===== config.mk =====
export PLATFORM = sky130hd
export DESIGN_NAME = tot_hit_buffer
export DESIGN_NICKNAME = d
export VERILOG_FILES = /design/src/rtl/tot_hit_buffer.sv
export SDC_FILE = /design/constraint.sdc
export NUM_CORES = 1
export LEC_CHECK = 0
export BUFFER_PORTS_ARGS = -buffer_cell sky130_fd_sc_hd__buf_2
export CORE_MARGIN = 2
export CORE_UTILIZATION = 44
export DETAILED_ROUTE_END_ITERATION = 10
export GPL_ROUTABILITY_DRIVEN = 0
export PLACE_DENSITY = 0.7
export SLEW_MARGIN = 30
export SYNTH_ARGS = -nofsm -noshare
export SYNTH_HDL_FRONTEND = slang
export SYNTH_SLANG_ARGS = --single-unit

===== constraint.sdc =====
create_clock -name clk -period 2.5 [get_ports clk]
set_input_delay 0.5 -clock clk [delete_from_list [all_inputs] [get_ports clk]]
set_output_delay 0.5 -clock clk [all_outputs]
set_load 0.01 [all_outputs]

===== src/rtl/tot_hit_buffer.sv =====
`default_nettype none
// ============================================================================
// Module   : tot_hit_buffer
// Brief    : Captures encoded TOT results from the phase encoder, range-checks
//            them, optionally drops flagged hits, and queues the rest in a
//            small FIFO read out via valid/ready. Saturating error/overflow
//            counters are kept for slow control.
// Revision : 1.0 - initial release
// ============================================================================
module tot_hit_buffer #(
  parameter int DEPTH = 4,
  parameter int CNT_W = 8
) (
  input  logic             clk,
  input  logic             reset,
  input  logic             hitStrobe,
  input  logic [2:0]       coarsePhase,
  input  logic [5:0]       finePhase,
  input  logic             errorFlag,
  input  logic             dropErrors,
  input  logic             clearCounters,
  input  logic             doutReady,
  output logic             doutValid,
  output logic [9:0]       dout,
  output logic             fifoFull,
  output logic [CNT_W-1:0] errCount,
  output logic [CNT_W-1:0] ovfCount
);

  localparam int PTR_W = (DEPTH > 1) ? $clog2(DEPTH) : 1;
  localparam int OCC_W = PTR_W + 1;
  localparam logic [OCC_W-1:0] c_depth_occ = OCC_W'(DEPTH);
  localparam logic [CNT_W-1:0] c_cnt_max   = {CNT_W{1'b1}};
  localparam logic [5:0]       c_fine_max  = 6'd41;

  // Capture stage
  logic             s1_valid_q, s1_valid_d;
  logic             s1_flag_q, s1_flag_d;
  logic [2:0]       s1_coarse_q, s1_coarse_d;
  logic [5:0]       s1_fine_q, s1_fine_d;

  // FIFO storage and bookkeeping
  logic [9:0]       mem_q [DEPTH];
  logic [9:0]       mem_d [DEPTH];
  logic [PTR_W-1:0] wr_ptr_q, wr_ptr_d;
  logic [PTR_W-1:0] rd_ptr_q, rd_ptr_d;
  logic [OCC_W-1:0] occ_q, occ_d;
  logic             valid_q, valid_d;
  logic             full_q, full_d;
  logic [9:0]       dout_q, dout_d;

  // Counters
  logic [CNT_W-1:0] err_q, err_d;
  logic [CNT_W-1:0] ovf_q, ovf_d;

  // Commit-stage decisions
  logic             w_pop;
  logic             w_space;
  logic             w_keep;
  logic             w_wr_en;
  logic             w_err_inc;
  logic             w_ovf_inc;
  logic [9:0]       w_wr_word;

  // Capture the encoder result on the strobe; out-of-range fine phase is flagged
  always_comb begin
    s1_valid_d  = hitStrobe;
    s1_flag_d   = s1_flag_q;
    s1_coarse_d = s1_coarse_q;
    s1_fine_d   = s1_fine_q;
    if (hitStrobe) begin
      s1_flag_d   = errorFlag | (finePhase > c_fine_max);
      s1_coarse_d = coarsePhase;
      s1_fine_d   = finePhase;
    end
  end

  // Decide whether the captured hit is written, dropped or lost to overflow
  always_comb begin
    w_pop     = valid_q & doutReady;
    w_space   = (occ_q < c_depth_occ) | w_pop;
    w_keep    = s1_valid_q & ~(s1_flag_q & dropErrors);
    w_wr_en   = w_keep & w_space;
    w_ovf_inc = w_keep & ~w_space;
    w_err_inc = s1_valid_q & s1_flag_q;
    w_wr_word = {s1_flag_q, s1_coarse_q, s1_fine_q};
  end

  // FIFO next state; dout is preloaded with the post-update head entry
  always_comb begin
    mem_d    = mem_q;
    wr_ptr_d = wr_ptr_q;
    rd_ptr_d = rd_ptr_q;
    occ_d    = occ_q;
    if (w_wr_en) begin
      mem_d[wr_ptr_q] = w_wr_word;
      wr_ptr_d        = wr_ptr_q + PTR_W'(1);
    end
    if (w_pop) begin
      rd_ptr_d = rd_ptr_q + PTR_W'(1);
    end
    case ({w_wr_en, w_pop})
      2'b10:   occ_d = occ_q + OCC_W'(1);
      2'b01:   occ_d = occ_q - OCC_W'(1);
      default: occ_d = occ_q;
    endcase
    valid_d = (occ_d != '0);
    full_d  = (occ_d == c_depth_occ);
    // The new word becomes the head when it lands where the read pointer will be
    if (w_wr_en && (wr_ptr_q == rd_ptr_d)) begin
      dout_d = w_wr_word;
    end else begin
      dout_d = mem_q[rd_ptr_d];
    end
  end

  // Saturating counters; a clear overrides any coincident increment
  always_comb begin
    err_d = err_q;
    ovf_d = ovf_q;
    if (clearCounters) begin
      err_d = '0;
      ovf_d = '0;
    end else begin
      if (w_err_inc && (err_q != c_cnt_max)) err_d = err_q + CNT_W'(1);
      if (w_ovf_inc && (ovf_q != c_cnt_max)) ovf_d = ovf_q + CNT_W'(1);
    end
  end

  // State registers with synchronous flush
  always_ff @(posedge clk) begin
    if (reset) begin
      s1_valid_q  <= 1'b0;
      s1_flag_q   <= 1'b0;
      s1_coarse_q <= '0;
      s1_fine_q   <= '0;
      for (int i = 0; i < DEPTH; i++) mem_q[i] <= '0;
      wr_ptr_q    <= '0;
      rd_ptr_q    <= '0;
      occ_q       <= '0;
      valid_q     <= 1'b0;
      full_q      <= 1'b0;
      dout_q      <= '0;
      err_q       <= '0;
      ovf_q       <= '0;
    end else begin
      s1_valid_q  <= s1_valid_d;
      s1_flag_q   <= s1_flag_d;
      s1_coarse_q <= s1_coarse_d;
      s1_fine_q   <= s1_fine_d;
      mem_q       <= mem_d;
      wr_ptr_q    <= wr_ptr_d;
      rd_ptr_q    <= rd_ptr_d;
      occ_q       <= occ_d;
      valid_q     <= valid_d;
      full_q      <= full_d;
      dout_q      <= dout_d;
      err_q       <= err_d;
      ovf_q       <= ovf_d;
    end
  end

  assign doutValid = valid_q;
  assign dout      = dout_q;
  assign fifoFull  = full_q;
  assign errCount  = err_q;
  assign ovfCount  = ovf_q;

endmodule
`default_nettype wire


==> reports/results.tsv <==
stage	metric	value	unit
clocking	CTS sink cnt	86	
logic_synthesis	yosys warns	0	
worst_setup_path	WS Path Type	flop to flop	
detailed_routing	number of DRC markers in iteration 0	111	
detailed_routing	Routed Antenna Nets	0	
timing	Max Fclk	0.451	GHz
final_layout	Finished Core Util	50.5	%
power_and_ir_drop	Final Power	3.04	mW
power_and_ir_drop	Max VDD drop	307	uV
detailed_routing	routed wl met2	4020	um
grt	initial antenna violation count	0	
logic_synthesis	post-synthesis cell area	3830	um2
logic_synthesis	ys flop type	dfxtp_1	
floorplanning	row count	34	
timing	clock skew	9.49	ps
logic_synthesis	mux contribution to synthesized area	18.8	%
logic_synthesis	Seq cells post-synth	86	
detailed_routing	DR vias	2932	
placed_design	worst slack, placed	44.7	ps
worst_setup_path	Critical Path Stages	8	
clocking	CTS root buffer	clkbuf_8	
logic_synthesis	Netlist cell types	48	
worst_setup_path	WP data arrival	2430	ps
detailed_routing	top layer in use	met4	
detailed_routing	drt wl/cell	14.8	um
detailed_routing	routed vias/inst	5.31	
timing	actual slew at the worst max-slew pin	677	ps
logic_synthesis	Synth async-reset ratio	0	%
floorplanning	Die ar.	9470	um2
grt	largest net degree at the start of global routing	59	
worst_setup_path	crit-path max cell delay	420	ps
final_layout	Final #Nets	464	
detailed_routing	residual DRC count	0	
logic_synthesis	Post-Synth Simple-Gate Area	14.2	%
clocking	clk slew on worst S/H paths	90	ps
timing	Final Cycle Share	88.7	%
worst_setup_path	CP max stage cell	dfxtp_2	
timing	max_slew headroom	54.8	%
logic_synthesis	Synth top area share	45.0	%
worst_setup_path	Critical Path Start	doutValid$_SDFF_PP0_	
clocking	H-tree depth	3	
placed_design	hpwl dp	5510	um
timing	Final min period	2220	ps
logic_synthesis	most common cell in the netlist	dfxtp_1	
timing	slack of the critical path	282	ps
timing	final-report hold violation count	0	
logic_synthesis	Synth Area in Compound Gates	12.9	%
logic_synthesis	post-synth top area cell	dfxtp_1	
floorplanning	IO Pins	44	
worst_setup_path	Reg2Reg Capture Point	doutValid$_SDFF_PP0_	
final_layout	layout cell share with drive strength beyond 1	17.8	%
grt	Remaining Overflow, GRT	0	
final_layout	# fillers	804	
timing	Final TNS setup	0	ps
logic_synthesis	Syn Inst Count	398	
logic_synthesis	Post-synth EDFFs	0	
worst_setup_path	Worst EP required	2710	ps
worst_setup_path	worst path cell trace	a21bo_2, nand2_1, ha_1, fa_1, xnor2_1, o21a_1, o21ai_0, o21ai_0	
timing	RSZ-0062 raised after global routing	false	
worst_setup_path	CP max FO	10	
detailed_routing	wire length on met3	304	um
worst_setup_path	r2r worst-path depth	8	
logic_synthesis	sequential element share of the synthesized area	45.0	%
timing	Slew Limit Fails	0	
power_and_ir_drop	Leak	1.97	nW
worst_setup_path	Worst R2R Start	doutValid$_SDFF_PP0_	
worst_setup_path	CP endpoint kind	flop	
grt	vias in the first global route	2899	
worst_setup_path	Crit path top cell by count	o21ai_0	
clocking	worst-case clock buffer depth	2	
clocking	Worst-Skew Late Latency	350	ps
floorplanning	Die Wd	97.3	um
logic_synthesis	Avg Cell Area, Syn	9.62	um2
detailed_routing	drt total wl	8170	um
logic_synthesis	Commonest cells post-synth	dfxtp_1, mux2i_1, nor2_1	
final_layout	ANT cells	0	
power_and_ir_drop	pwr dens	700	nW/um2
run	Max-Cap Viols	0	
worst_setup_path	worst setup path endpoint	doutValid$_SDFF_PP0_	
logic_synthesis	Synth Area in XOR/XNOR	2.52	%
clocking	Post-CTS Setup Inserts	0	
detailed_routing	Initial DRT Pass Iterations	4	
worst_setup_path	cell family with most CP delay	compound AO/OA/AOI/OAI gates	
grt	global-route usage over all layers	17.7	%
worst_setup_path	Worst R2R Setup Slack	280	ps
status	status	complete, no violations	
logic_synthesis	synth top area cells	dfxtp_1, mux2i_1, nor2_1	
worst_hold_path	Hold WC Path Type	input port to flop	
worst_setup_path	WP buf/inv	0	
logic_synthesis	post-synthesis adder-cell area fraction	2.81	%
final_layout	Area Growth Syn to Fin	13.3	%
clocking	CTS Buf Count	9	
floorplanning	die height	97.3	um
detailed_routing	Met1 Wirelength	3780	um
clocking	CTS tree	yes	
floorplanning	CORE AREA	8590	um2
floorplanning	Starting Density	44.6	%
worst_setup_path	CP Launch Type	flop	
logic_synthesis	largest family of logic cells by synthesized area	multiplexers	
grt	first-pass GRT wire length	13600	um
timing	Setup violations, final	0	
logic_synthesis	Net Count, Synth	422	
placed_design	# port buffers	43	
-- placed cells by master, fill, tap and decap left out, types with 2 or more instances in the layout --
cell	instances
a211oi_1	2
a21oi_1	10
a31oi_1	2
and3_1	2
and4_1	2
buf_2	43
buf_4	13
clkbuf_8	9
clkinv_2	2
clkinvlp_4	2
dfxtp_1	85
ha_1	7
inv_1	5
mux2i_1	72
nand2_1	20
nand2b_1	2
nand3_1	13
nor2_1	69
nor2b_1	3
o2111ai_1	11
o21ai_0	16
o21bai_1	10
o31ai_1	2
o41ai_1	2
or3_1	3
or4_1	3
xnor2_1	7
xor2_1	4
-- state kept, by name (all words and copies together), names as in the netlist, 2 cells and up --
name,cells
mem_q,40
dout,10
ovfCount,8
wr_ptr_q,2
s1_fine_q,6
errCount,8
occ_q,3
rd_ptr_q,2
s1_coarse_q,3
-- worst min-delay path, stage by stage --
cell and delay (ps):
buf_2 70, mux2i_1 50, nor2_1 70
-- worst min path at each step --
| stage | from | to | cells after the start |
|---|---|---|---|
| global placement | mem_q[34]$_SDFFE_PP0P_ | mem_q[34]$_SDFFE_PP0P_ | 2 |
| floorplan | mem_q[30]$_SDFFE_PP0P_ | mem_q[30]$_SDFFE_PP0P_ | 2 |
| global route | finePhase[0] | s1_fine_q[0]$_SDFFE_PP0P_ | 3 |
| finish | finePhase[0] | s1_fine_q[0]$_SDFFE_PP0P_ | 3 |
| CTS | finePhase[0] | s1_fine_q[0]$_SDFFE_PP0P_ | 3 |
| detailed placement | mem_q[30]$_SDFFE_PP0P_ | mem_q[30]$_SDFFE_PP0P_ | 2 |
-- power breakdown --
| group | total [mW] | internal, mW | switching [mW] |
|---|---|---|---|
| combinational | 0.564 | 0.247 | 0.317 |
| sequential | 1.53 | 1.45 | 0.0731 |
| clock | 0.945 | 0.454 | 0.490 |
| total | 3.04 | 2.16 | 0.880 |
-- logic make-up (layout without fill, tap and decap cells) --
group                    Yosys count  in the layout
buffers and inverters             30             76
AO/OA/AOI/OAI                     68             68
multiplexers                      72             72
XOR/XNOR                          11             11
flip-flops                        86             86
AND/OR/NAND/NOR                  123            123
adder cells (fa/ha/maj)            8              8
-- per-layer routing --
metal  up-vias  global-route usage [%]
met1      1386                    22.3
li1       1485                       -
met3         7                    3.96
met4         0                    6.20
met5         -                       0
met2        54                    29.8
-- cell type report --
cell class              instances  area (um2)  area share [%]
flip-flops and latches         86        1720            39.7
repair buffers                 56         313            7.21
inverters                       5        18.8           0.433
clock buffers                   9         124            2.85
multi-input cells             282        1960            45.2
clock inverters                 6        63.8            1.47
well taps                     108         135            3.11
-- per-stage QoR --
stage                     instances  hold slack, ps  area [um2]
after floorplan                 398             458        3830
after global placement          537             469        4150
after global routing            552             394        4340
after detailed placement        537             482        4150
after CTS                       552             363        4340
final                           552             377        4340
-- what timing repair did --
| item | in CTS | in global routing |
|---|---|---|
| hold buffers | 0 | 0 |
| gates resized for setup | 0 | 1 |
| endpoints found under the hold margin | 0 | 0 |
| endpoints found under the setup margin | 0 | 1 |
No activity file was read; power rests on OpenSTA's default activity.
